File: src/rtl/intctl.sv
// Interrupt controller: edge-detected sources latched as pending, masked by an
// enable register, and presented one at a time over an irq/iack/eoi handshake.
module intctl #(
  parameter int unsigned NUM_SRC = 4,
  parameter int unsigned WIDTH   = 16
) (
  input  logic               clk,
  input  logic               rst,
  input  logic [NUM_SRC-1:0] src,
  input  logic               wr_en,
  input  logic [1:0]         addr,
  input  logic [WIDTH-1:0]   wr_data,
  output logic [WIDTH-1:0]   rd_data,
  output logic               irq,
  output logic [3:0]         irq_num,
  input  logic               iack,
  input  logic               eoi
);

  localparam logic [1:0] ST_IDLE = 2'd0;
  localparam logic [1:0] ST_REQ  = 2'd1;
  localparam logic [1:0] ST_BUSY = 2'd2;

  logic [NUM_SRC-1:0] src_prev_q;
  logic [NUM_SRC-1:0] pending_q, pending_d;
  logic [NUM_SRC-1:0] enable_q, enable_d;
  logic [1:0]         state_q, state_d;
  logic [3:0]         irq_num_q, irq_num_d;

  logic [NUM_SRC-1:0] edges;
  logic [NUM_SRC-1:0] req;
  logic [NUM_SRC-1:0] cur_mask;
  logic [3:0]         sel_num;
  logic               wr_ena;
  logic               wr_pnd;
  logic               unused_wr;

  assign edges  = src & ~src_prev_q;
  assign req    = pending_q & enable_q;
  assign wr_ena = wr_en && (addr == 2'd0);
  assign wr_pnd = wr_en && (addr == 2'd1);

  // Only the low NUM_SRC bits of write data are meaningful.
  assign unused_wr = ^wr_data;

  always_comb begin
    sel_num = '0;
    for (int unsigned i = NUM_SRC; i > 0; i--) begin
      if (req[i-1]) sel_num = 4'(i - 1);
    end
  end

  always_comb begin
    cur_mask = '0;
    for (int unsigned i = 0; i < NUM_SRC; i++) begin
      cur_mask[i] = (irq_num_q == 4'(i));
    end
  end

  always_comb begin
    enable_d = wr_ena ? wr_data[NUM_SRC-1:0] : enable_q;
  end

  // Clears are applied first so a same-cycle rising edge always wins.
  always_comb begin
    pending_d = pending_q;
    if (wr_pnd) pending_d = pending_d & ~wr_data[NUM_SRC-1:0];
    if (state_q == ST_REQ && iack) pending_d = pending_d & ~cur_mask;
    pending_d = pending_d | edges;
  end

  always_comb begin
    state_d   = state_q;
    irq_num_d = irq_num_q;
    case (state_q)
      ST_IDLE: begin
        if (|req) begin
          state_d   = ST_REQ;
          irq_num_d = sel_num;
        end
      end
      ST_REQ: begin
        // Withdraw looks at next-cycle pending/enable so the drop and the
        // return to IDLE happen on the same edge.
        if (iack) state_d = ST_BUSY;
        else if ((pending_d & enable_d & cur_mask) == '0) state_d = ST_IDLE;
      end
      ST_BUSY: begin
        if (eoi) state_d = ST_IDLE;
      end
      default: state_d = ST_IDLE;
    endcase
  end

  always_ff @(posedge clk) begin
    src_prev_q <= src;
    if (rst) begin
      pending_q <= '0;
      enable_q  <= '0;
      state_q   <= ST_IDLE;
      irq_num_q <= '0;
    end else begin
      pending_q <= pending_d;
      enable_q  <= enable_d;
      state_q   <= state_d;
      irq_num_q <= irq_num_d;
    end
  end

  assign irq     = (state_q == ST_REQ);
  assign irq_num = irq_num_q;

  always_comb begin
    case (addr)
      2'd0:    rd_data = WIDTH'(enable_q);
      2'd1:    rd_data = WIDTH'(pending_q);
      2'd2:    rd_data = WIDTH'({state_q, irq_num_q});
      default: rd_data = '0;
    endcase
  end

endmodule

File: config.mk
export PLATFORM = sky130hd
export DESIGN_NAME = intctl
export DESIGN_NICKNAME = d
export VERILOG_FILES = /design/src/rtl/intctl.sv
export SDC_FILE = /design/constraint.sdc
export NUM_CORES = 1
export LEC_CHECK = 0
export CAP_MARGIN = 20
export CELL_PAD_IN_SITES_DETAIL_PLACEMENT = 0
export CELL_PAD_IN_SITES_GLOBAL_PLACEMENT = 1
export CORE_ASPECT_RATIO = 0.8
export CORE_MARGIN = 3
export CORE_UTILIZATION = 29
export CTS_CLUSTER_DIAMETER = 40
export DETAILED_ROUTE_END_ITERATION = 16
export GPL_TIMING_DRIVEN = 0
export PLACE_DENSITY = 0.94
export SLEW_MARGIN = 20
export SYNTH_ARGS = -nofsm -noshare
export SYNTH_HDL_FRONTEND = slang
export SYNTH_SLANG_ARGS = --single-unit
File: constraint.sdc
create_clock -name clk -period 3.5 [get_ports clk]
set_clock_uncertainty 0.15 [all_clocks]
set_input_delay 0.7 -clock clk [delete_from_list [all_inputs] [get_ports clk]]
set_output_delay 0.7 -clock clk [all_outputs]
set_load 0.01 [all_outputs]
==> run summary, run 1 <==
most common cell after layout, fill and taps aside: clkdlybuf4s50_1
clk_lat worst skew: 0.25 ns
crit path max fanout: 10
NetSw: 0.107 mW
vias in the first global route: 805
Switching Fraction: 24.4%
RSZ-0062 raised after global routing: false
post-CTS setup buffers: 0
Power Dens Cells: 349 nW/um^2
Sequential Power Share: 45.0%
crit path cell chain: buf_6, nor2b_1, nand2_1, o21ai_0, clkdlybuf4s50_1
RD Place Congestion: 0.853
antenna violations before repair: 0
Cell Int Power: 0.330 mW
die height: 55.7 um
sequential share of the synthesized area: 35.7%
LEAKAGE: 0.485 nW
drt pass-1 iters: 4
core area: 2850 um^2
met3 WL post-DR: 202 um
Primary FF master, synth: dfxtp_1
setup violators final: 0
FF+latch count, synth: 16
crit-path max cell delay: 0.57 ns
DR iter-0 viols: 83
first-pass GRT wire length: 3880 um
WL per Instance: 13.0 um
dpl cells: 170
Root Driver: clkbuf_8
total gr overflow: 0
commonest non-fill, non-tap cells in the layout: 21 x clkdlybuf4s50_1, 16 x dfxtp_1, 12 x buf_4, 12 x conb_1, 11 x nor2_1
Final Net Count: 164
Total Wirelength: 2270 um
H-tree depth: 1
Async SR Flop Fraction: 0%
Slowest-stage cell, CP: clkdlybuf4s50_1
total CTS buffers: 3
Vias/cell: 4.76
effective utilization at floorplan: 31.5%
outcome: completed
Die Span X: 68.2 um
layout cells sized above 1: 14.7%
crit path time final: 2.74 ns
met2 wire length: 985 um
Max Slew Vio Count: 0
Port Buffers: 21
setup TNS: 0 ns
peak supply drop: 0.000262 V
crit path kind: in2out
cell count after synthesis: 100
highest routed layer: met4
total track usage: 13.3%
startpoint types: input pin
Combinational Power Share: 16.7%
non-filler cells, final: 174
post-cts sizing count: 0
fin crit share: 78.2%
post-synth cell types: 28
hold_buf cts: 0
total clock sinks: 16
die area: 3800 um^2
warnings from Yosys: 0
area growth from synthesis to layout: 39.5%
top-level I/O count: 48
Site Rows: 17
MaxCap Viol Count: 0
synthesized cell area: 897 um^2
Worst Setup End Kind: output pin
Syn Area/Cell: 8.97 um^2
clock tree buffer depth: 2
Fin. Hold Viols: 0
largest net degree at the start of global routing: 11
routed length on met1: 1070 um
fmax: 365 MHz
CTS tree: done
Post-synth EDFFs: 0
Clk network pwr share: 38.3%
DRC: 0
Clock transition at path regs: 0.06 ns
Worst Hold Class: reg2reg
hpwl dp: 1760 um
ANT nets after route: 0
CP required: 2.65 ns
via count: 828
ANT cells: 0
WP data arrival: 1.89 ns
kinds of logic (layout without fill, tap and decap cells):
logic type,after synthesis,after routing,share of synthesized area (%)
and+or+nand+nor,35,35,22.3
AOI/OAI and AO/OA,23,23,18.8
buffers and inverters,17,42,13.8
DFF,16,16,35.7
muxes,8,8,8.93
other,1,12,0.418
power groups by stage:
stage               combinational (mW)  sequential [mW]  clock (mW)
CTS                             0.0724            0.196       0.171
finish                          0.0730            0.196       0.167
detailed placement              0.0720            0.200           0
floorplan                       0.0446            0.199           0
global placement                0.0702            0.200           0
global route                    0.0799            0.198       0.182
state kept, by name, summed over array words and instances, names as in the netlist:
name        cells
state_q         2
src_prev_q      4
irq_num         2
enable_q        4
pending_q       4
per-layer routing:
metal,up-vias,track usage [%]
met5,-,0
met1,380,19.6
met4,0,2.55
li1,407,-
met2,39,18.5
met3,2,4.65
stage by stage:
stage / setup slack (ns) / total power, mW / util [%] / area (um^2) / hold WS (ns)
floorplan: 1.44 / 0.243 / - / 938 / 0.339
global placement: 0.790 / 0.270 / 42.0 / 1200 / 0.356
detailed placement: 0.764 / 0.273 / 42.0 / 1200 / 0.370
CTS: 0.765 / 0.440 / 43.9 / 1250 / 0.379
global route: 0.659 / 0.460 / 43.9 / 1250 / 0.418
finish: 0.763 / 0.437 / 43.9 / 1250 / 0.371
worst paths after layout:
| kind | from | endpoint | slack (ns) | depth (start not counted) |
|---|---|---|---|---|
| max reg2reg | irq_num[0]$_SDFFE_PP0P_ | state_q[0]$_SDFFE_PP0P_ | 1.76 | 5 |
| min | src_prev_q[0]$_DFF_P_ | pending_q[0]$_SDFF_PP0_ | 0.37 | 2 |
| min reg2reg | src_prev_q[0]$_DFF_P_ | pending_q[0]$_SDFF_PP0_ | 0.37 | 2 |
| max | addr[1] | rd_data[1] | 0.76 | 5 |
worst max-delay path, delay by kind of cell:
kind | cells | cell delay, ns
AO/OA/AOI/OAI | 1 | 0.10
buffers and inverters | 2 | 0.69
AND/OR/NAND/NOR | 2 | 0.40
Yosys cell counts, types with 3 or more instances:
cell / n / area [um^2]
dfxtp_1: 16 / 320
buf_4: 12 / 90.1
nor2_1: 11 / 41.3
mux2i_1: 8 / 80.1
nand2_1: 7 / 26.3
a21oi_1: 5 / 25.0
nand4b_1: 5 / 43.8
o211ai_1: 4 / 30.0
a211oi_1: 3 / 22.5
nand2b_1: 3 / 18.8
o21ai_0: 3 / 15.0
cell type report:
class / count / area [um^2]
buffer: 15 / 116
clock buffer: 4 / 55.1
inverter: 2 / 7.51
tap: 38 / 47.5
sequential: 16 / 320
fill: 285 / 1600
timing repair buffer: 21 / 210
multi-input combinational: 78 / 494
No activity file was read; power rests on OpenSTA's default activity.
==> run 2: changes to the inputs <==
--- a/config.mk
+++ b/config.mk
@@ -10,11 +10,11 @@
 export CELL_PAD_IN_SITES_GLOBAL_PLACEMENT = 1
 export CORE_ASPECT_RATIO = 0.8
 export CORE_MARGIN = 3
-export CORE_UTILIZATION = 29
+export CORE_UTILIZATION = 27
 export CTS_CLUSTER_DIAMETER = 40
 export DETAILED_ROUTE_END_ITERATION = 16
 export GPL_TIMING_DRIVEN = 0
-export PLACE_DENSITY = 0.94
+export PLACE_DENSITY = 0.9
 export SLEW_MARGIN = 20
 export SYNTH_ARGS = -nofsm -noshare
 export SYNTH_HDL_FRONTEND = slang
==> constraint.sdc (replaced) <==
create_clock -name clk -period 2.6 [get_ports clk]
set_clock_uncertainty 0.15 [all_clocks]
set_input_delay 0.52 -clock clk [delete_from_list [all_inputs] [get_ports clk]]
set_output_delay 0.52 -clock clk [all_outputs]
set_load 0.01 [all_outputs]
==> run 2 against run 1 <==
Via count fell by 0.60%. First-iteration DRC count fell by 76%. Highest routed layer unchanged. Combinational power rose by 34%. Final cell count rose by 1.1%. Wire length fell by 4.1%. Critical path type unchanged. Largest cell class unchanged. Clock-buffer cell count did not move.
==> run summary, run 2 (same netlist as run 1, synthesis figures left out) <==
outcome: completed (unchanged)
most common cell after layout, fill and taps aside: clkdlybuf4s50_1 (unchanged)
die height: 57.6 um (was 55.7 um)
crit path max fanout: 10 (unchanged)
LEAKAGE: 0.485 nW (unchanged)
Total Wirelength: 2170 um (was 2270 um)
post-CTS setup buffers: 0 (unchanged)
hold_buf cts: 0 (unchanged)
total gr overflow: 0 (unchanged)
effective utilization at floorplan: 28.7% (was 31.5%)
clock tree buffer depth: 2 (unchanged)
Root Driver: clkbuf_8 (unchanged)
Cell Int Power: 0.444 mW (was 0.330 mW)
Site Rows: 18 (was 17)
WP data arrival: 1.67 ns (was 1.89 ns)
NetSw: 0.138 mW (was 0.107 mW)
Global Route met2 Usage: 19.1% (was 18.5%)
ANT nets after route: 0 (unchanged)
global-route met3 utilization: 4.58% (was 4.65%)
core area: 3130 um^2 (was 2850 um^2)
hold path cells: 2 (unchanged)
global routing's busiest layer: met2 (was met1)
Final Net Count: 164 (unchanged)
clk_lat worst skew: 0.25 ns (about the same)
via count: 823 (was 828)
die area: 4050 um^2 (was 3800 um^2)
final core occ: 40.0% (was 43.9%)
Fillers: 320 (was 285)
routing usage on met1: 14.1% (was 19.6%)
total clock sinks: 16 (unchanged)
CTS tree: done (unchanged)
Worst Setup End Kind: output pin (unchanged)
fmax: 427 MHz
top-level I/O count: 48 (unchanged)
setup TNS: 0 ns (unchanged)
layout cells sized above 1: 14.7% (unchanged)
Sequential Power Share: 45.4% (was 45.0%)
drt pass-1 iters: 4 (unchanged)
antenna violations before repair: 0 (unchanged)
crit path kind: in2out (unchanged)
ANT cells: 0 (unchanged)
Clk network pwr share: 37.8% (was 38.3%)
H-tree depth: 1 (unchanged)
total track usage: 11.7% (was 13.3%)
worst hold margin: 0.368 ns (was 0.371 ns)
Power Dens Cells: 464 nW/um^2 (was 349 nW/um^2)
Combinational Power Share: 16.8% (was 16.7%)
dpl cells: 172 (was 170)
Port Buffers: 21 (unchanged)
first-pass GRT wire length: 3710 um (was 3880 um)
crit path time final: 2.34 ns
commonest non-fill, non-tap cells in the layout: 21 x clkdlybuf4s50_1, 16 x dfxtp_1, 12 x buf_4, 12 x conb_1, 11 x nor2_1 (unchanged)
peak supply drop: 0.000264 V (was 0.000262 V)
post-cts sizing count: 0 (unchanged)
Fin. Hold Viols: 0 (unchanged)
CP required: 1.93 ns (was 2.65 ns)
DR iter-0 viols: 20 (was 83)
vias in the first global route: 827 (was 805)
fin crit share: 90.0%
setup violators final: 0 (unchanged)
non-filler cells, final: 176 (was 174)
total CTS buffers: 3 (unchanged)
hpwl dp: 1720 um (was 1760 um)
Worst Hold Class: reg2reg (unchanged)
Switching Fraction: 23.7% (was 24.4%)
largest net degree at the start of global routing: 11 (unchanged)
DRC: 0 (unchanged)
R2R cell count: 5 (unchanged)
area growth from synthesis to layout: 39.7% (was 39.5%)
MaxCap Viol Count: 0 (unchanged)
RSZ-0062 raised after global routing: false (unchanged)
startpoint types: input pin (unchanged)
Vias/cell: 4.68 (was 4.76)
Clock transition at path regs: 0.06 ns (about the same)
WL per Instance: 12.4 um (was 13.0 um)
top flop regs: enable_q: 4 flops, pending_q: 4 flops, src_prev_q: 4 flops (unchanged)
RD Place Congestion: 0.831 (was 0.853)
Max Slew Vio Count: 0 (unchanged)
Die Span X: 70.4 um (was 68.2 um)
[run 2: cell counts in the layout (fill, tap and decap cells not counted)]
No cell type changed its count.
[run 2: path summary, 6_finish.rpt]
path	from	end	slack, ns
min reg2reg	src_prev_q[0]$_DFF_P_	pending_q[0]$_SDFF_PP0_	0.37
min	src_prev_q[0]$_DFF_P_	pending_q[0]$_SDFF_PP0_	0.37
max	addr[1]	rd_data[1]	0.26
max reg2reg	irq_num[0]$_SDFFE_PP0P_	state_q[0]$_SDFFE_PP0P_	0.88
[run 2: metal layers]
layer  vias up  wire length (um)
met5         -                 0
met4         0                29
met3         5               211
met2        35              1020
met1       376               917
li1        407                 -
[run 2: final cells by class]
class	instances	area, um^2	area share [%]
Multi-Input combinational cell	78	494	39.4
Clock buffer	4	55.1	4.39
Inverter	2	7.51	0.599
Sequential cell	16	320	25.5
Buffer	15	116	9.28
Timing Repair Buffer	21	210	16.8
Tap cell	40	50.0	3.99
[run 2: power groups by stage]
| stage | sequential [mW] | combinational [mW] | clock [mW] |
|---|---|---|---|
| after floorplan | 0.268 | 0.0600 | 0 |
| after global placement | 0.269 | 0.0946 | 0 |
| after detailed placement | 0.270 | 0.0970 | 0 |
| after CTS | 0.264 | 0.0973 | 0.226 |
| after global routing | 0.266 | 0.107 | 0.242 |
| final | 0.264 | 0.0978 | 0.220 |
[run 2: through the flow]
step / worst slack [ns] / total power, mW / cell area, um^2
CTS: 0.272 / 0.587 / 1250
finish: 0.259 / 0.582 / 1250
global route: 0.132 / 0.615 / 1250
floorplan: 0.750 / 0.328 / 938
detailed placement: 0.0386 / 0.367 / 1200
global placement: 0.0775 / 0.364 / 1200
[run 2: worst max-delay path, cell delays in order]
cell             delay (ns)
buf_6                  0.12
nor2b_1                0.31
nand2_1                0.08
o21ai_0                0.08
clkdlybuf4s50_1        0.56
==> RTL edit 1: new RTL, settings of run 2 <==
Register the output `irq`, without a reset; this adds one clock of latency there. The other outputs are not delayed to match.
--- a/src/rtl/intctl.sv
+++ b/src/rtl/intctl.sv
@@ -108,5 +108,7 @@
   end
 
-  assign irq     = (state_q == ST_REQ);
+  always_ff @(posedge clk) begin
+    irq <= (state_q == ST_REQ);
+  end
   assign irq_num = irq_num_q;
 
Formal check against the unedited RTL: not equivalent (Yosys sat finds a counterexample within 4 cycles, from zero or initial values and one cycle with rst high).
==> RTL edit 1 against run 2 <==
Design area rose by 0.90%. Sequential cell count rose by 1. Power fell by 1.3%. Sequential share of layout area rose by 1.4 points. Wire length rose by 4.1%. Register-to-register slack got worse by 0.06 ns. Synthesized area rose by 2.2%. Setup slack got worse by 0.038 ns.
==> RTL edit 1: results (changes against run 2) <==
** Cells and area
- # fillers :: 324 (+1.3%)
- The share of final layout cell area taken by non-clock buffers is 25.8% (-0.23 points).
- The sequential cell area was 340 µm² (+6.2%).
- Share of layout cells above drive strength 1 :: 14.6% (-0.11 points)
- The count of clock-net buffers in the final layout came to 3 (-1).
- The fraction of area in clock buffers and inverters came to 3.66% (-0.73 points).
- Final Non-Filler Cells :: 177 (+0.57%)
- Area overhead of the layout relative to synthesis :: 37.9%

** Global routing
- The routing usage on met1 was 14.8% (+0.71 points).
- Met2 routing resource usage after global routing :: 16.5% (-2.6 points)
- The total global routing track utilization came to 10.8% (-0.89 points).
- Met3 routing resource usage after global routing :: 4.85% (+0.28 points)
- The via count of the first global-routing pass was 730 (-12%).
- The wire length of the first global-routing pass was 3520 µm (-5.2%).

** Placed design
- Placed Instances :: 173 (+0.58%)
- RD Place Congestion :: 0.855 (+2.9%)
- Worst setup slack before clock tree synthesis :: 0.00301 ns (-0.0356 ns)
- Half-perimeter wire length after placement :: 1750 µm (+1.5%)
- Instance area after placement :: 1220 µm² (+1.7%)

** Detailed routing
- The total wire length was 2260 µm (+4.1%).
- Initial drt markers :: 31 (+55%)
- Met3 WL post-DR :: 175 µm (-17%)
- The routed length on met2 was 972 µm (-4.2%).
- The routed length on met1 came to 1120 µm (+22%).
- After detailed routing, no signal wire sits above met3.
- The overall via count from detail_route is 807 (-1.9%).

** Setup path
- In this run the worst setup path terminates at state_q[0].
- The critical path starts at wr_en.
- Crit path arrival time :: 2.35 ns (+0.68 ns)
- The largest driver fanout on the critical path came to 5 (-5).

** Synth
- The fraction of synthesized area in multiplexers is 8.73% (-0.19 points).
- Compound-cell area share of the yosys netlist :: 18.4% (-0.41 points)
- After synthesis, the cell types taking the most area are sky130_fd_sc_hd__dfxtp_1, sky130_fd_sc_hd__buf_4, sky130_fd_sc_hd__mux2i_1, sky130_fd_sc_hd__nand4b_1, sky130_fd_sc_hd__nor2_1.
- Leading cell types by count after synthesis :: sky130_fd_sc_hd__dfxtp_1, sky130_fd_sc_hd__buf_4, sky130_fd_sc_hd__nor2_1
- The average instance area after synthesis was 9.08 µm² (+1.2%).

** Power and ir drop
- Proportion of total power due to net switching :: 25.0% (+1.2 points)
- Highest ir drop seen on vdd :: 256 µV (-3.1%)
- The static leakage was 0.490 nW (+1.1%).

** STA
- Final critical-path share of the clock period :: 91.5% (+1.5 points)

** Status
- The run finished with clean final reports.
RTL edit 1: cell count changes in the layout (fill, tap and decap cells not counted):
cell / delta
sky130_fd_sc_hd__clkbuf_8: -1
sky130_fd_sc_hd__dfxtp_1: +1
sky130_fd_sc_hd__clkinv_2: +1
RTL edit 1: worst max-delay path: stages:
cell and delay, ns:
sky130_fd_sc_hd__clkdlybuf4s50_1 0.60, sky130_fd_sc_hd__nor3b_4 0.41, sky130_fd_sc_hd__mux2i_1 0.30, sky130_fd_sc_hd__a211oi_1 0.08, sky130_fd_sc_hd__nor3_1 0.30, sky130_fd_sc_hd__o32ai_2 0.13
RTL edit 1: power groups by stage:
stage / Sequential [W] / Combinational, W / Clock (W)
2_1_floorplan: 0.000284 / 0.0000598 / 0
4_1_cts: 0.000280 / 0.0000974 / 0.000204
5_1_grt: 0.000282 / 0.000107 / 0.000214
6_report: 0.000280 / 0.0000977 / 0.000197
3_5_place_dp: 0.000286 / 0.0000968 / 0
3_3_place_gp: 0.000286 / 0.0000954 / 0
==> RTL edit 2: new RTL, settings of run 2 <==
Made on the original files. Change the parameter `NUM_SRC` from 4 to 2.
--- a/src/rtl/intctl.sv
+++ b/src/rtl/intctl.sv
@@ -2,5 +2,5 @@
 // enable register, and presented one at a time over an irq/iack/eoi handshake.
 module intctl #(
-  parameter int unsigned NUM_SRC = 4,
+  parameter int unsigned NUM_SRC = 2,
   parameter int unsigned WIDTH   = 16
 ) (
Interface: changed (resized src); port bits go from 48 to 46. The function was not compared with the original's and may differ.
==> RTL edit 2 against run 2 <==
Global-route usage fell by 2.3 points. Core utilization rose by 2.9 points. Die area fell by 32%. Sequential cell count fell by 7. Critical path type unchanged. Setup slack got worse by 0.044 ns. Wire length fell by 43%. Power fell by 44%. Synthesized area fell by 35%. Maximum frequency fell by 1.8%. Design area fell by 33%.
==> RTL edit 2: results (changes against run 2) <==
** Detailed routing
- Detailed-route wire length :: 1250 µm (-43%)
- The average detailed-routed wire length per instance is 10.3 µm (-17%).
- Initial drt markers :: 10 (-50%)
- Highest Signal Layer :: met3
- Per-cell via count in the routed design :: 4.21 (-10%)
- The routed length on met1 was 542 µm (-41%).
- The count of TritonRoute iterations in the first routing pass is 3 (-1).
- The wire length on met3 was 90 µm (-57%).
- The routed length on met2 is 613 µm (-40%).

** Placed design
- Instance area after placement :: 817 µm² (-32%)
- Half-perimeter wire length after placement :: 1030 µm (-40%)
- The number of input and output port buffers inserted came to 15 (-29%).
- The post-placement worst setup slack was -0.0620 ns (-0.101 ns).
- RD Place Congestion :: 0.773 (-7.0%)
- Placed Instances :: 117 (-32%)

** Power and ir drop
- Proportion of total power due to net switching :: 25.4% (+1.7 points)
- Clk pwr :: 0.000105 W (-52%)
- The maximum ir drop on the vdd rail came to 171 µV (-35%).
- The power density of the placed cells is 390 nW/µm² (-16%).
- Seq group :: 0.000149 W (-44%)
- Leakage component of the power :: 0.369 nW (-24%)

** Global routing
- The routing usage on met1 came to 10.7% (-3.4 points).
- Met3 routing resource usage after global routing :: 3.50% (-1.1 points)
- The wire length of the first global-routing pass was 1980 µm (-47%).
- The number of antenna violations at the first check in global routing was 0 (unchanged).
- The met2 track utilization from global routing came to 17.6% (-1.5 points).
- The largest net degree at the start of global routing came to 9 (-2).
- The total global routing track utilization came to 9.40% (-2.3 points).
- The via count of the first global-routing pass is 456 (-45%).

** Clock network
- Clk buf depth :: 2 (unchanged)
- The cell sitting at the root of the clock tree is a sky130_fd_sc_hd__clkbuf_4.
- Htree depth :: 1 (unchanged)
- Clock transition at the registers of the reported paths :: 0.06 ns (about the same)
- The CTS buffer count came to 3 (unchanged).

** Synth
- Avg Cell Area, Syn :: 9.13 µm² (+1.8%)
- Top cells by area in the synthesized netlist :: sky130_fd_sc_hd__dfxtp_1, sky130_fd_sc_hd__buf_4, sky130_fd_sc_hd__mux2i_1, sky130_fd_sc_hd__nor2_1, sky130_fd_sc_hd__nand4b_1
- Synthesis warning total :: 0 (unchanged)
- Counting instances in the post-synthesis netlist gives the leading cell types as sky130_fd_sc_hd__buf_4, sky130_fd_sc_hd__dfxtp_1, sky130_fd_sc_hd__nor2_1.
- For this run, the leading register cell type out of synthesis is sky130_fd_sc_hd__dfxtp_1.
- The register area share after synthesis came to 30.8% (-4.9 points).
- Proportion of register bits with asynchronous set or reset after synthesis :: 0% (unchanged)
- Number of different library cells in the post-synthesis netlist :: 24 (-14%)

** Cells and area
- The fraction of layout instances using a drive strength above 1 was 23.7% (+9.0 points).
- The count of antenna diodes in the layout was 0 (unchanged).

** STA
- The final number of max-transition violations is 0 (unchanged).

** Min path
- The min-delay analysis places its worst path in the category flop to flop.

** Setup path
- Maximum fanout along the worst path :: 6 (-4)

** Status
- The flow ran to the end, and the final reports show no timing, DRC or antenna violations.
==> RTL edit 2: cell types whose count changed in the layout (fill, tap and decap cells not counted), sizes merged, moves of 4 or more <==
cell	change
nand2	-6
o211ai	-4
mux2i	-4
dfxtp	-7
clkdlybuf4s50	-7
==> RTL edit 2: final timing paths <==
| path | depth (start not counted) | startpoint | to | slack (ns) |
|---|---|---|---|---|
| hold / removal | 3 | src_prev_q[0] | pending_q[0] | 0.37 |
| hold reg to reg | 3 | src_prev_q[0] | pending_q[0] | 0.37 |
| setup / recovery | 5 | addr[1] | rd_data[0] | 0.22 |
| setup reg to reg | 4 | state_q[0] | state_q[0] | 1.09 |
==> RTL edit 2: cells by family (layout without fill, tap and decap cells) <==
| group | count (synthesis) | in the layout | synth area share, % |
|---|---|---|---|
| and+or+nand+nor | 22 | 22 | 26.3 |
| buffers and inverters | 18 | 37 | 22.5 |
| AOI/OAI and AO/OA | 10 | 10 | 12.8 |
| DFF | 9 | 9 | 30.8 |
| muxes | 4 | 4 | 6.85 |
| other | 1 | 15 | 0.642 |
==> RTL edit 2: critical path, cell delays in order <==
cell                              delay (ns)
sky130_fd_sc_hd__dlygate4sd2_1          0.32
sky130_fd_sc_hd__and2b_2                0.20
sky130_fd_sc_hd__nand2_1                0.05
sky130_fd_sc_hd__o21ai_0                0.07
sky130_fd_sc_hd__clkdlybuf4s50_1        0.55
==> RTL edit 2: what timing repair did <==
item,CTS,global route
gates resized for setup,1,0
buffers inserted,0,0
setup endpoints to repair,3,0
==> RTL edit 2: layout make-up <==
type | instances | area (µm²)
clock buffers | 4 | 26.3
well taps | 24 | 30.0
plain buffers | 16 | 124
multi-input cells | 51 | 325
flip-flops and latches | 9 | 180
fillers | 211 | 1120
inverters | 2 | 7.51
repair buffers | 15 | 149
